## src/rtl/seq_divider_pkg.sv

```systemverilog
// rtl/seq_divider_pkg.sv - shared state encoding and sizing helpers for the sequential divider
package seq_divider_pkg;

   localparam int DIV_WIDTH_DEFAULT = 8;

   typedef enum logic [1:0] {
      DIV_IDLE = 2'd0,
      DIV_RUN  = 2'd1,
      DIV_DONE = 2'd2
   } div_state_t;

   // Counter must hold the value WIDTH itself, not just WIDTH-1.
   function automatic int div_cnt_width(input int width);
      return $clog2(width + 1);
   endfunction

endpackage

```

## src/rtl/seq_divider_div_trial_sub.sv

```systemverilog
// rtl/seq_divider_div_trial_sub.sv - combinational trial subtractor for restoring division
module div_trial_sub #(
   parameter int W = 9
) (
   input  logic [W-1:0] i_minuend,
   input  logic [W-1:0] i_subtrahend,
   output logic [W-1:0] o_diff,
   output logic         o_neg
);

   assign o_diff = i_minuend - i_subtrahend;
   // One guard bit above the operands makes the MSB a reliable borrow flag.
   assign o_neg  = o_diff[W-1];

endmodule

```

## src/rtl/seq_divider.sv

```systemverilog
// rtl/seq_divider.sv - multi-cycle unsigned restoring divider with start/done handshake
module seq_divider
   import seq_divider_pkg::*;
#(
   parameter int WIDTH = DIV_WIDTH_DEFAULT
) (
   input  logic             i_clk,
   input  logic             i_rst,
   input  logic             i_start,
   input  logic [WIDTH-1:0] i_in_a,
   input  logic [WIDTH-1:0] i_in_b,
   output logic             o_busy,
   output logic             o_done,
   output logic [WIDTH-1:0] o_q,
   output logic [WIDTH-1:0] o_r,
   output logic             o_div_by_zero
);

   localparam int CW = div_cnt_width(WIDTH);
   localparam logic [WIDTH-1:0] DIV_ZERO_Q = '1;
   localparam logic [CW-1:0]    LAST_ITER  = CW'(WIDTH - 1);

   div_state_t       r_state;
   logic [WIDTH-1:0] r_a;
   logic [WIDTH-1:0] r_b;
   logic [WIDTH:0]   r_p;
   logic [CW-1:0]    r_cnt;
   logic [WIDTH-1:0] r_q;
   logic [WIDTH-1:0] r_r;
   logic             r_dbz;
   logic             r_busy;
   logic             r_done;

   logic [WIDTH:0]   w_shift_p;
   logic [WIDTH:0]   w_diff;
   logic             w_neg;
   logic [WIDTH:0]   w_next_p;
   logic [WIDTH-1:0] w_next_a;

   // The partial remainder always stays below B, so its MSB is zero before the shift.
   assign w_shift_p = {r_p[WIDTH-1:0], r_a[WIDTH-1]};

   div_trial_sub #(.W(WIDTH + 1)) u_trial (
      .i_minuend    (w_shift_p),
      .i_subtrahend ({1'b0, r_b}),
      .o_diff       (w_diff),
      .o_neg        (w_neg)
   );

   assign w_next_p = w_neg ? w_shift_p : w_diff;
   assign w_next_a = {r_a[WIDTH-2:0], ~w_neg};

   always_ff @(posedge i_clk) begin
      if (i_rst) begin
         r_state <= DIV_IDLE;
         r_a     <= '0;
         r_b     <= '0;
         r_p     <= '0;
         r_cnt   <= '0;
         r_q     <= '0;
         r_r     <= '0;
         r_dbz   <= 1'b0;
         r_busy  <= 1'b0;
         r_done  <= 1'b0;
      end else begin
         unique case (r_state)
            DIV_IDLE, DIV_DONE: begin
               r_done <= 1'b0;
               if (r_state == DIV_DONE && !i_start) begin
                  r_state <= DIV_IDLE;
               end
               if (i_start) begin
                  if (i_in_b == '0) begin
                     r_state <= DIV_DONE;
                     r_done  <= 1'b1;
                     r_busy  <= 1'b0;
                     r_dbz   <= 1'b1;
                     r_q     <= DIV_ZERO_Q;
                     r_r     <= i_in_a;
                  end else begin
                     r_state <= DIV_RUN;
                     r_busy  <= 1'b1;
                     r_a     <= i_in_a;
                     r_b     <= i_in_b;
                     r_p     <= '0;
                     r_cnt   <= '0;
                  end
               end
            end
            DIV_RUN: begin
               r_a   <= w_next_a;
               r_p   <= w_next_p;
               r_cnt <= r_cnt + 1'b1;
               if (r_cnt == LAST_ITER) begin
                  r_state <= DIV_DONE;
                  r_busy  <= 1'b0;
                  r_done  <= 1'b1;
                  r_dbz   <= 1'b0;
                  r_q     <= w_next_a;
                  r_r     <= w_next_p[WIDTH-1:0];
               end
            end
            default: begin
               r_state <= DIV_IDLE;
               r_busy  <= 1'b0;
               r_done  <= 1'b0;
            end
         endcase
      end
   end

   assign o_busy        = r_busy;
   assign o_done        = r_done;
   assign o_q           = r_q;
   assign o_r           = r_r;
   assign o_div_by_zero = r_dbz;

endmodule

```

## config.mk

```make
export PLATFORM = sky130hd
export DESIGN_NAME = seq_divider
export DESIGN_NICKNAME = d
export VERILOG_FILES = /design/src/rtl/seq_divider_pkg.sv /design/src/rtl/seq_divider_div_trial_sub.sv /design/src/rtl/seq_divider.sv
export SDC_FILE = /design/constraint.sdc
export NUM_CORES = 1
export LEC_CHECK = 0
export CAP_MARGIN = 20
export CORE_MARGIN = 2
export CORE_UTILIZATION = 65
export DETAILED_ROUTE_END_ITERATION = 10
export DONT_BUFFER_PORTS = 1
export PLACE_DENSITY = 0.89
export SYNTH_ARGS = -nofsm -noshare
export SYNTH_HDL_FRONTEND = slang
export SYNTH_SLANG_ARGS = --single-unit
```

## constraint.sdc

```tcl
create_clock -name i_clk -period 3.6 [get_ports i_clk]
set_clock_uncertainty 0.2 [all_clocks]
set_input_delay 0.72 -clock i_clk [delete_from_list [all_inputs] [get_ports i_clk]]
set_output_delay 0.72 -clock i_clk [all_outputs]
set_load 0.05 [all_outputs]
```

==> results.cfg, run 1 <==
[synthesis]
synth-edff-count = 0
synth.top_cells.by_count = dfxtp_1 (49), nand2_1 (46), nor2_1 (44), a21oi_1 (22), o21ai_0 (14)
synth_cell_types = 44
ys_warn_count = 0
synth_nets = 326
synthArstFlopShare_pct = 0
yosysMostFrequentCell = dfxtp_1
synth_seq_area_share_pct = 40.4
yosys.area.top_type = dfxtp_1
synth_flop_cell = dfxtp_1
synthCells = 297
yosys.area.top_type_share_pct = 40.4
synth_area_um2 = 2430
netlist_top_cells_area = dfxtp_1 (40%), nand2_1 (7.1%), nor2_1 (6.8%), ha_1 (4.6%), a21oi_1 (4.5%)
synth-seq-cells = 49
syn_area_per_cell_um2 = 8.17

[route]
postRouteWirelength_um = 5150
via_count = 1995
via_per_inst = 5.90
dr.first_iter.drc_count = 149
firstDrtPassIters = 4
post_drt_wl_per_cell_um = 15.2
drc_errors = 0
postRouteAntennaNets = 0

[power_and_ir_drop]
switching_share_pct = 32.4
p_clk_share_pct = 27.8
power_frac_comb_pct = 24.5
ir_drop_v = 0.000380
power.leakage_uw = 0.000975
totalPowerFinal_uw = 1250
power.density_nw_per_um2 = 497
p_sw_uw = 404
intPower_uw = 841
pwr-share-seq_pct = 47.7

[grt]
antenna_found_initial = 0
grt-ovfl-total = 0
gr-usage-all-layers_pct = 26.5
grt_pass1_vias = 1871
grt_first_pass_wirelength_um = 8560
grt_max_degree = 46

[sta]
tightest_slew_ns = 0.909
slew_headroom_pct = 39.0
fmax_ghz = 0.364
final_hold_viol_count = 0
layout_setup_ws_ns = 0.850
finalCriticalPeriod_ns = 2.75
setup_violations = 0
rsz0062_at_grt = no
tns_ns = 0
maxSlewViolCount = 0
min_period_over_period_pct = 76.4

[setup_path]
worstPathArrival_ns = 2.75
startpoint_type = flip-flop
critical-path-max-stage-delay_ns = 0.43
reg2reg_slack_ns = 0.85
required_ns = 3.60
cp_max_fo = 9
critPathCaptureType = flip-flop
reg2reg_depth = 10
cp_slowest_cell = fa_1
crit_path_frequent_cell = inv_1
crit_chain = inv_1, ha_1, inv_1, fa_1, a21o_4, a21oi_4, o211ai_4, xor2_4, mux2i_1, o21ai_0
r2r-start = r_a[7]$_SDFFE_PP0P_
timing.rr.end = r_p[4]$_SDFFE_PP0P_
crit_type = flip-flop to flip-flop

[clock_tree]
post_cts_buffers = 0
clockBufferDepth = 2
clk_latency_ns = 0.32
cts.sinks = 49
clk_pin_slew_ns = 0.09
root_buffer = clkbuf_8
post_cts_resized = 0
htreeDepth = 2
cts-buffers-inserted = 5
cts_hold_buf = 0
tritoncts = built

[floorplanning]
die-area_um2 = 4240
core.rowCount = 22
die_x_um = 65.1
fp.coreArea_um2 = 3630
start_util_pct = 66.8
die_y_um = 65.1
ios = 38

[hold_path]
hold-path-cell-count = 2
min-delay-start = r_b[3]$_SDFFE_PP0P_
holdCritPathClass = flip-flop to flip-flop
min_to = r_b[3]$_SDFFE_PP0P_

[cells_and_area]
final_nets = 318
drive_gt1_share_pct = 4.83
syn_to_final_growth_pct = 3.30
n_antenna_cell = 0
fin_util_pct = 69.0
n_fill_cell = 300
fin_area_um2 = 2510

[placed_design]
numPortBuffers = 0
place_area_um2 = 2410
dpl_worst_slack_ns = 0.783
globalplace.congestion = 0.854
dpl.hpwl_um = 3750

[flow_run]
drv_cap = 0

[outcome]
outcome = finished clean
## flip-flops by register name, summed over array words and instances (netlist names)
name	cells
o_q	8
o_r	8
r_a	8
r_b	8
r_p	8
r_cnt	4
r_state	2
o_busy	1
o_div_by_zero	1
o_done	1
## final cells by class
class	count	area, um2	share of cell area [%]
inverter	10	37.5	1.50
sequential	49	981	39.1
clock buffer	5	68.8	2.74
tap	48	60.1	2.40
clock inverter	3	26.3	1.05
multi-input combinational	222	1330	52.9
timing repair buffer	1	7.51	0.299
## how the worst max path moves through the flow
stage / startpoint / slack (ns) / to
after floorplan: r_a[7]$_SDFFE_PP0P_ / 1.14 / o_r[1]$_SDFFE_PP0P_
after global placement: r_a[7]$_SDFFE_PP0P_ / 0.90 / o_r[5]$_SDFFE_PP0P_
after detailed placement: i_start / 0.78 / o_r[2]$_SDFFE_PP0P_
after CTS: r_a[7]$_SDFFE_PP0P_ / 0.85 / r_p[4]$_SDFFE_PP0P_
after global routing: r_a[7]$_SDFFE_PP0P_ / 0.68 / r_p[4]$_SDFFE_PP0P_
final: r_a[7]$_SDFFE_PP0P_ / 0.85 / r_p[4]$_SDFFE_PP0P_
## metrics by stage
stage                     cells  hold slack, ns
final                       338           0.255
after floorplan             297           0.236
after CTS                   338           0.251
after global placement      330           0.236
after global routing        338           0.250
after detailed placement    330           0.244
## worst max-delay path: cells and delay by family, from the launching register on
| kind | cells | cell delay (ns) |
|---|---|---|
| mux | 1 | 0.30 |
| fa+ha+maj | 2 | 0.62 |
| compound gates | 4 | 0.69 |
| buf+inv | 2 | 0.15 |
| flops | 1 | 0.31 |
| xor+xnor | 1 | 0.37 |
## layer usage
metal / routed length [um] / up-vias / part of all wire, % / track usage [%]
li1: - / 1011 / - / -
met1: 2370 / 910 / 46 / 34.0
met2: 2300 / 59 / 45 / 41.5
met3: 362 / 15 / 7.0 / 8.39
met4: 119 / 0 / 2.3 / 10.7
met5: 0 / - / 0 / 0
## cell families (layout without fill, tap and decap cells)
group	count (synthesis)	count (layout)	synth area share, %
and+or+nand+nor	129	129	23.3
AOI/OAI and AO/OA	69	69	19.6
DFF	49	49	40.4
buffers and inverters	26	19	4.95
adders and majority gates	10	10	5.46
muxes	8	8	3.30
xor gates and xnor gates	6	6	2.94
## layout by cell type (no fill, tap or decap), drive strengths merged, types with 2 or more instances in the layout
cell type	n
nor4	2
o21ai	14
ha	9
a22oi	3
xor2	4
and2	2
a21oi	23
o21a	2
a21o	2
and3	7
nor2	44
a211oi	5
nor3	13
o211ai	2
nor2b	3
clkbuf	5
nand2b	2
dfxtp	49
xnor2	2
nand3b	2
nand3	5
nand2	46
a311oi	8
inv	11
mux2i	8
o22ai	4
clkinvlp	2
## power groups by stage
stage	sequential (uW)	clock, uW	combinational [uW]
after floorplan	600	0	266
after detailed placement	606	0	304
after global routing	598	369	338
after global placement	605	0	299
final	594	346	305
after CTS	594	347	305
Note: power is estimated with default switching activity, not from simulation.
==> run 2, diff against run 1 <==
--- a/config.mk
+++ b/config.mk
@@ -7,10 +7,10 @@
 export LEC_CHECK = 0
 export CAP_MARGIN = 20
 export CORE_MARGIN = 2
-export CORE_UTILIZATION = 65
+export CORE_UTILIZATION = 56
 export DETAILED_ROUTE_END_ITERATION = 10
 export DONT_BUFFER_PORTS = 1
-export PLACE_DENSITY = 0.89
+export PLACE_DENSITY = 0.82
 export SYNTH_ARGS = -nofsm -noshare
 export SYNTH_HDL_FRONTEND = slang
 export SYNTH_SLANG_ARGS = --single-unit
==> constraint.sdc (replaced) <==
create_clock -name i_clk -period 2.3 [get_ports i_clk]
set_clock_uncertainty 0.2 [all_clocks]
set_input_delay 0.46 -clock i_clk [delete_from_list [all_inputs] [get_ports i_clk]]
set_output_delay 0.46 -clock i_clk [all_outputs]
set_load 0.05 [all_outputs]
==> run 2 against run 1 <==
Effect of this change: the run now ends with setup timing left; cell area up 10%; sequential power up 57%; register-to-register slack worse by 0.96 ns; wire length up 7.1%; clock power up 81%; flip-flop and latch count unchanged; first-iteration DRC count down 26%; core utilization down 1.3 points; critical path type unchanged; largest power group unchanged.
==> results.cfg, run 2 (same netlist as run 1, synthesis figures left out) <==
[flow_run]
drv_cap = 0

[power_and_ir_drop]
power.density_nw_per_um2 = 803
ir_drop_v = 0.000804
power.leakage_uw = 0.00109

[placed_design]
globalplace.congestion = 0.962
dpl.hpwl_um = 4040
numPortBuffers = 0
place_area_um2 = 2580

[route]
via_per_inst = 5.86
via_count = 2111
post_drt_wl_per_cell_um = 15.3
postRouteWirelength_um = 5510
dr.first_iter.drc_count = 111
postRouteAntennaNets = 0
drc_errors = 0
firstDrtPassIters = 5

[clock_tree]
root_buffer = clkbuf_8
htreeDepth = 2
cts-buffers-inserted = 5
clk_latency_ns = 0.32
clk_pin_slew_ns = 0.10
tritoncts = built
clockBufferDepth = 2
cts.sinks = 49

[grt]
grt_pass1_vias = 2034
grt_first_pass_wirelength_um = 9320
grt_max_degree = 46
grt-ovfl-total = 0
gr-usage-all-layers_pct = 23.8
antenna_found_initial = 0

[sta]
maxSlewViolCount = 0
tightest_slew_ns = 0.549
rsz0062_at_grt = yes
finalCriticalPeriod_ns = 2.41
layout_setup_ws_ns = -0.112
min_period_over_period_pct = 105
setup_violations = 14
tns_ns = -1.19
slew_headroom_pct = 63.3
fmax_ghz = 0.415
final_hold_viol_count = 0

[setup_path]
startpoint_type = flip-flop
crit_type = flip-flop to flip-flop
required_ns = 2.30
critPathCaptureType = flip-flop
cp_max_fo = 9
worstPathArrival_ns = 2.41

[cells_and_area]
layout_common_cells = dfxtp_1 (48), nand2_1 (46), nor2_1 (44)
n_antenna_cell = 0
drive_gt1_share_pct = 15.2
layout_commonest_cell = dfxtp_1
final_nets = 338
fin_area_um2 = 2770
syn_to_final_growth_pct = 14.0

[floorplanning]
core.rowCount = 23
start_util_pct = 59.4
ios = 38
die-area_um2 = 4880
die_y_um = 69.8
fp.coreArea_um2 = 4090
die_x_um = 69.8

[outcome]
outcome = finished, violations left
violations = setup timing

[hold_path]
holdCritPathClass = primary input to flip-flop
==> run 2: changes by cell type in the layout (fill, tap and decap cells not counted), moves of 2 or more <==
cell / before / now
mux2i_2: 0 / 2
mux2i_4: 0 / 2
mux2i_1: 8 / 4
inv_2: 0 / 2
buf_4: 1 / 19
a211oi_1: 5 / 1
a211oi_2: 0 / 4
inv_1: 10 / 8
==> run 2: what timing repair did <==
action	in CTS	in global routing
hold buffers	0	1
setup endpoints to repair	17	18
resized for setup	5	7
buffers inserted	1	0
hold endpoints to repair	0	9
pin swaps	1	3
==> run 2: final cells by class <==
cell class / instances / area (um2)
Clock buffer: 5 / 68.8
Clock inverter: 3 / 46.3
Fill cell: 356 / 1320
Inverter: 10 / 37.5
Multi-Input combinational cell: 222 / 1400
Sequential cell: 49 / 982
Tap cell: 50 / 62.6
Timing Repair Buffer: 21 / 173
==> run 2: critical path, cell delays in order, from the launching register on <==
cell and delay (ns):
dfxtp_1 0.32, inv_2 0.07, ha_4 0.14, inv_2 0.04, fa_2 0.34, a21o_4 0.23, a21oi_4 0.15, o211ai_4 0.11
xor2_4 0.17, buf_12 0.16, mux2i_1 0.26, o22ai_1 0.11
==> run 2: metrics by stage <==
stage / worst slack [ns] / total power [uW] / hold slack (ns) / cells / utilization [%]
3_5_place_dp: -0.122 / 1520 / 0.243 / 350 / 63.1
5_1_grt: -0.232 / 2330 / 0.00317 / 360 / 67.7
2_1_floorplan: -0.0292 / 1360 / 0.236 / 297 / -
4_1_cts: -0.126 / 2180 / 0.000587 / 359 / 66.7
3_3_place_gp: -0.0485 / 1500 / 0.237 / 350 / 63.1
6_report: -0.112 / 2220 / 0.00754 / 360 / 67.7
==> run 2: worst paths after layout <==
path / from / slack, ns / cells after the start / end
hold / removal: i_rst / 0.008 / 1 / r_a[1]$_SDFFE_PP0P_
setup / recovery: r_a[7]$_SDFFE_PP0P_ / -0.11 / 11 / o_r[2]$_SDFFE_PP0P_
setup reg to reg: r_a[7]$_SDFFE_PP0P_ / -0.11 / 11 / o_r[2]$_SDFFE_PP0P_
hold reg to reg: r_b[5]$_SDFFE_PP0P_ / 0.26 / 2 / r_b[5]$_SDFFE_PP0P_
==> run 2: where the power goes <==
| part | switching (uW) | total [uW] | internal, uW |
|---|---|---|---|
| Combinational | 329 | 663 | 334 |
| Sequential | 44.0 | 933 | 889 |
| Clock | 301 | 626 | 326 |
==> run 2: per-layer routing <==
layer | part of all wire [%] | vias up | track usage [%]
met5 | 0 | - | 0
met4 | 1.7 | 0 | 6.84
met3 | 5.9 | 9 | 8.14
met2 | 46 | 62 | 37.0
met1 | 46 | 977 | 31.4
li1 | - | 1063 | -
==> run 3, diff against run 2 <==
--- a/config.mk
+++ b/config.mk
@@ -6,6 +6,7 @@
 export NUM_CORES = 1
 export LEC_CHECK = 0
 export CAP_MARGIN = 20
+export CORE_ASPECT_RATIO = 0.9
 export CORE_MARGIN = 2
 export CORE_UTILIZATION = 56
 export DETAILED_ROUTE_END_ITERATION = 10
==> run 3 against run 2 <==
Effect of this change: worst setup slack gained 0.040 ns; fmax grew 1.7%; combinational power shrank 3%; cell area shrank 0.23%; cell count shrank 0.28%; critical endpoint is now o_r[5]$_SDFFE_PP0P_; the run still ends with setup timing left; sequential share of layout area grew 0.080 points.
==> results.cfg, run 3 (same netlist as run 1, synthesis figures left out) <==
[floorplanning]
die_y_um = 66.5
die_x_um = 73.4
core.rowCount = 22
fp.coreArea_um2 = 4130
start_util_pct = 58.8
die-area_um2 = 4880
ios = 38

[placed_design]
dpl.hpwl_um = 4040
globalplace.congestion = 0.951
numPortBuffers = 0
dpl_worst_slack_ns = -0.107
place_area_um2 = 2580

[cells_and_area]
layout_common_cells = dfxtp_1 (48), nand2_1 (46), nor2_1 (44)
ff_latch_area_um2 = 982
fin_area_um2 = 2760
multi_input_area_um2 = 1390
drive_gt1_share_pct = 15.1
fin_util_pct = 66.9
final_nets = 339
n_antenna_cell = 0
syn_to_final_growth_pct = 13.8
n_fill_cell = 342
layout_commonest_cell = dfxtp_1

[power_and_ir_drop]
ir_drop_v = 0.000595
power.density_nw_per_um2 = 793
power.leakage_uw = 0.00109
totalPowerFinal_uw = 2190

[clock_tree]
htreeDepth = 2
clockBufferDepth = 2
tritoncts = built
clk_latency_ns = 0.30
cts.sinks = 49
root_buffer = clkbuf_8
cts-buffers-inserted = 5
clk_pin_slew_ns = 0.09

[grt]
grt_max_degree = 46
grt_pass1_vias = 1921
antenna_found_initial = 0
gr-usage-all-layers_pct = 24.0
grt-ovfl-total = 0
grt_first_pass_wirelength_um = 8980

[sta]
finalCriticalPeriod_ns = 2.37
whs_ns = 0.0206
fmax_ghz = 0.422
min_period_over_period_pct = 103
final_hold_viol_count = 0
tightest_slew_ns = 0.567
slew_headroom_pct = 62.1
rsz0062_at_grt = yes
layout_setup_ws_ns = -0.0718
setup_violations = 14
maxSlewViolCount = 0

[setup_path]
critical-path-max-stage-delay_ns = 0.33
crit_type = flip-flop to flip-flop
worstPathArrival_ns = 2.35
path_delay_family = compound AO/OA/AOI/OAI gates
cp_slowest_cell = fa_2
crit_chain = inv_2, ha_4, inv_2, fa_2, a21o_4, a21oi_4, o211ai_4, xor2_4, buf_12, mux2i_1, a211oi_1
worst-path-buf-inv = 3
reg2reg_slack_ns = -0.07
cp_max_fo = 9
crit_path_frequent_cell = inv_2
critPathCaptureType = flip-flop
required_ns = 2.28
startpoint_type = flip-flop

[route]
firstDrtPassIters = 7
postRouteWirelength_um = 5410
dr.first_iter.drc_count = 112
via_count = 2061
via_per_inst = 5.74
post_drt_wl_per_cell_um = 15.1
drc_errors = 0
postRouteAntennaNets = 0

[outcome]
violations = setup timing
outcome = finished, violations left

[hold_path]
holdCritPathClass = primary input to flip-flop

[flow_run]
drv_cap = 0
run 3: final cells by class:
class	count	share of cell area (%)
Clock buffer	5	2.49
Clock inverter	3	1.68
Inverter	10	1.36
Multi-Input combinational cell	222	50.2
Sequential cell	49	35.6
Tap cell	48	2.17
Timing Repair Buffer	22	6.52
run 3: timing repair:
item,4_1_cts,5_1_grt
hold buffers,0,1
pin swaps,3,2
endpoints found under the hold margin,0,1
buffers inserted,1,0
gates resized for setup,2,9
setup endpoints to repair,17,17
run 3: worst paths after layout:
kind,end,depth (start not counted),start
worst min register to register,r_b[3]$_SDFFE_PP0P_,2,r_b[3]$_SDFFE_PP0P_
worst min-delay path,r_b[0]$_SDFFE_PP0P_,1,i_rst
worst max register to register,o_r[5]$_SDFFE_PP0P_,11,r_a[7]$_SDFFE_PP0P_
worst max-delay path,o_r[5]$_SDFFE_PP0P_,11,r_a[7]$_SDFFE_PP0P_
run 3: report_power, final:
part / leakage [uW] / switching [uW] / internal [uW]
logic: 0.000639 / 321 / 323
registers: 0.000399 / 43.5 / 889
clock network: 0.0000543 / 288 / 326
run 3: routing by layer:
layer,global-route usage (%),vias to the layer above,routed length (um),part of all wire [%]
li1,-,1051,-,-
met1,34.1,945,2570,47
met2,36.1,57,2490,46
met3,6.05,8,271,5.0
met4,6.36,0,73,1.4
met5,0,-,0,0
run 3: stage by stage:
step / TNS [ns] / instances
final: -0.813 / 359
after CTS: -1.25 / 358
after global routing: -2.44 / 359
after floorplan: -0.212 / 297
after detailed placement: -1.18 / 349
after global placement: -0.241 / 349
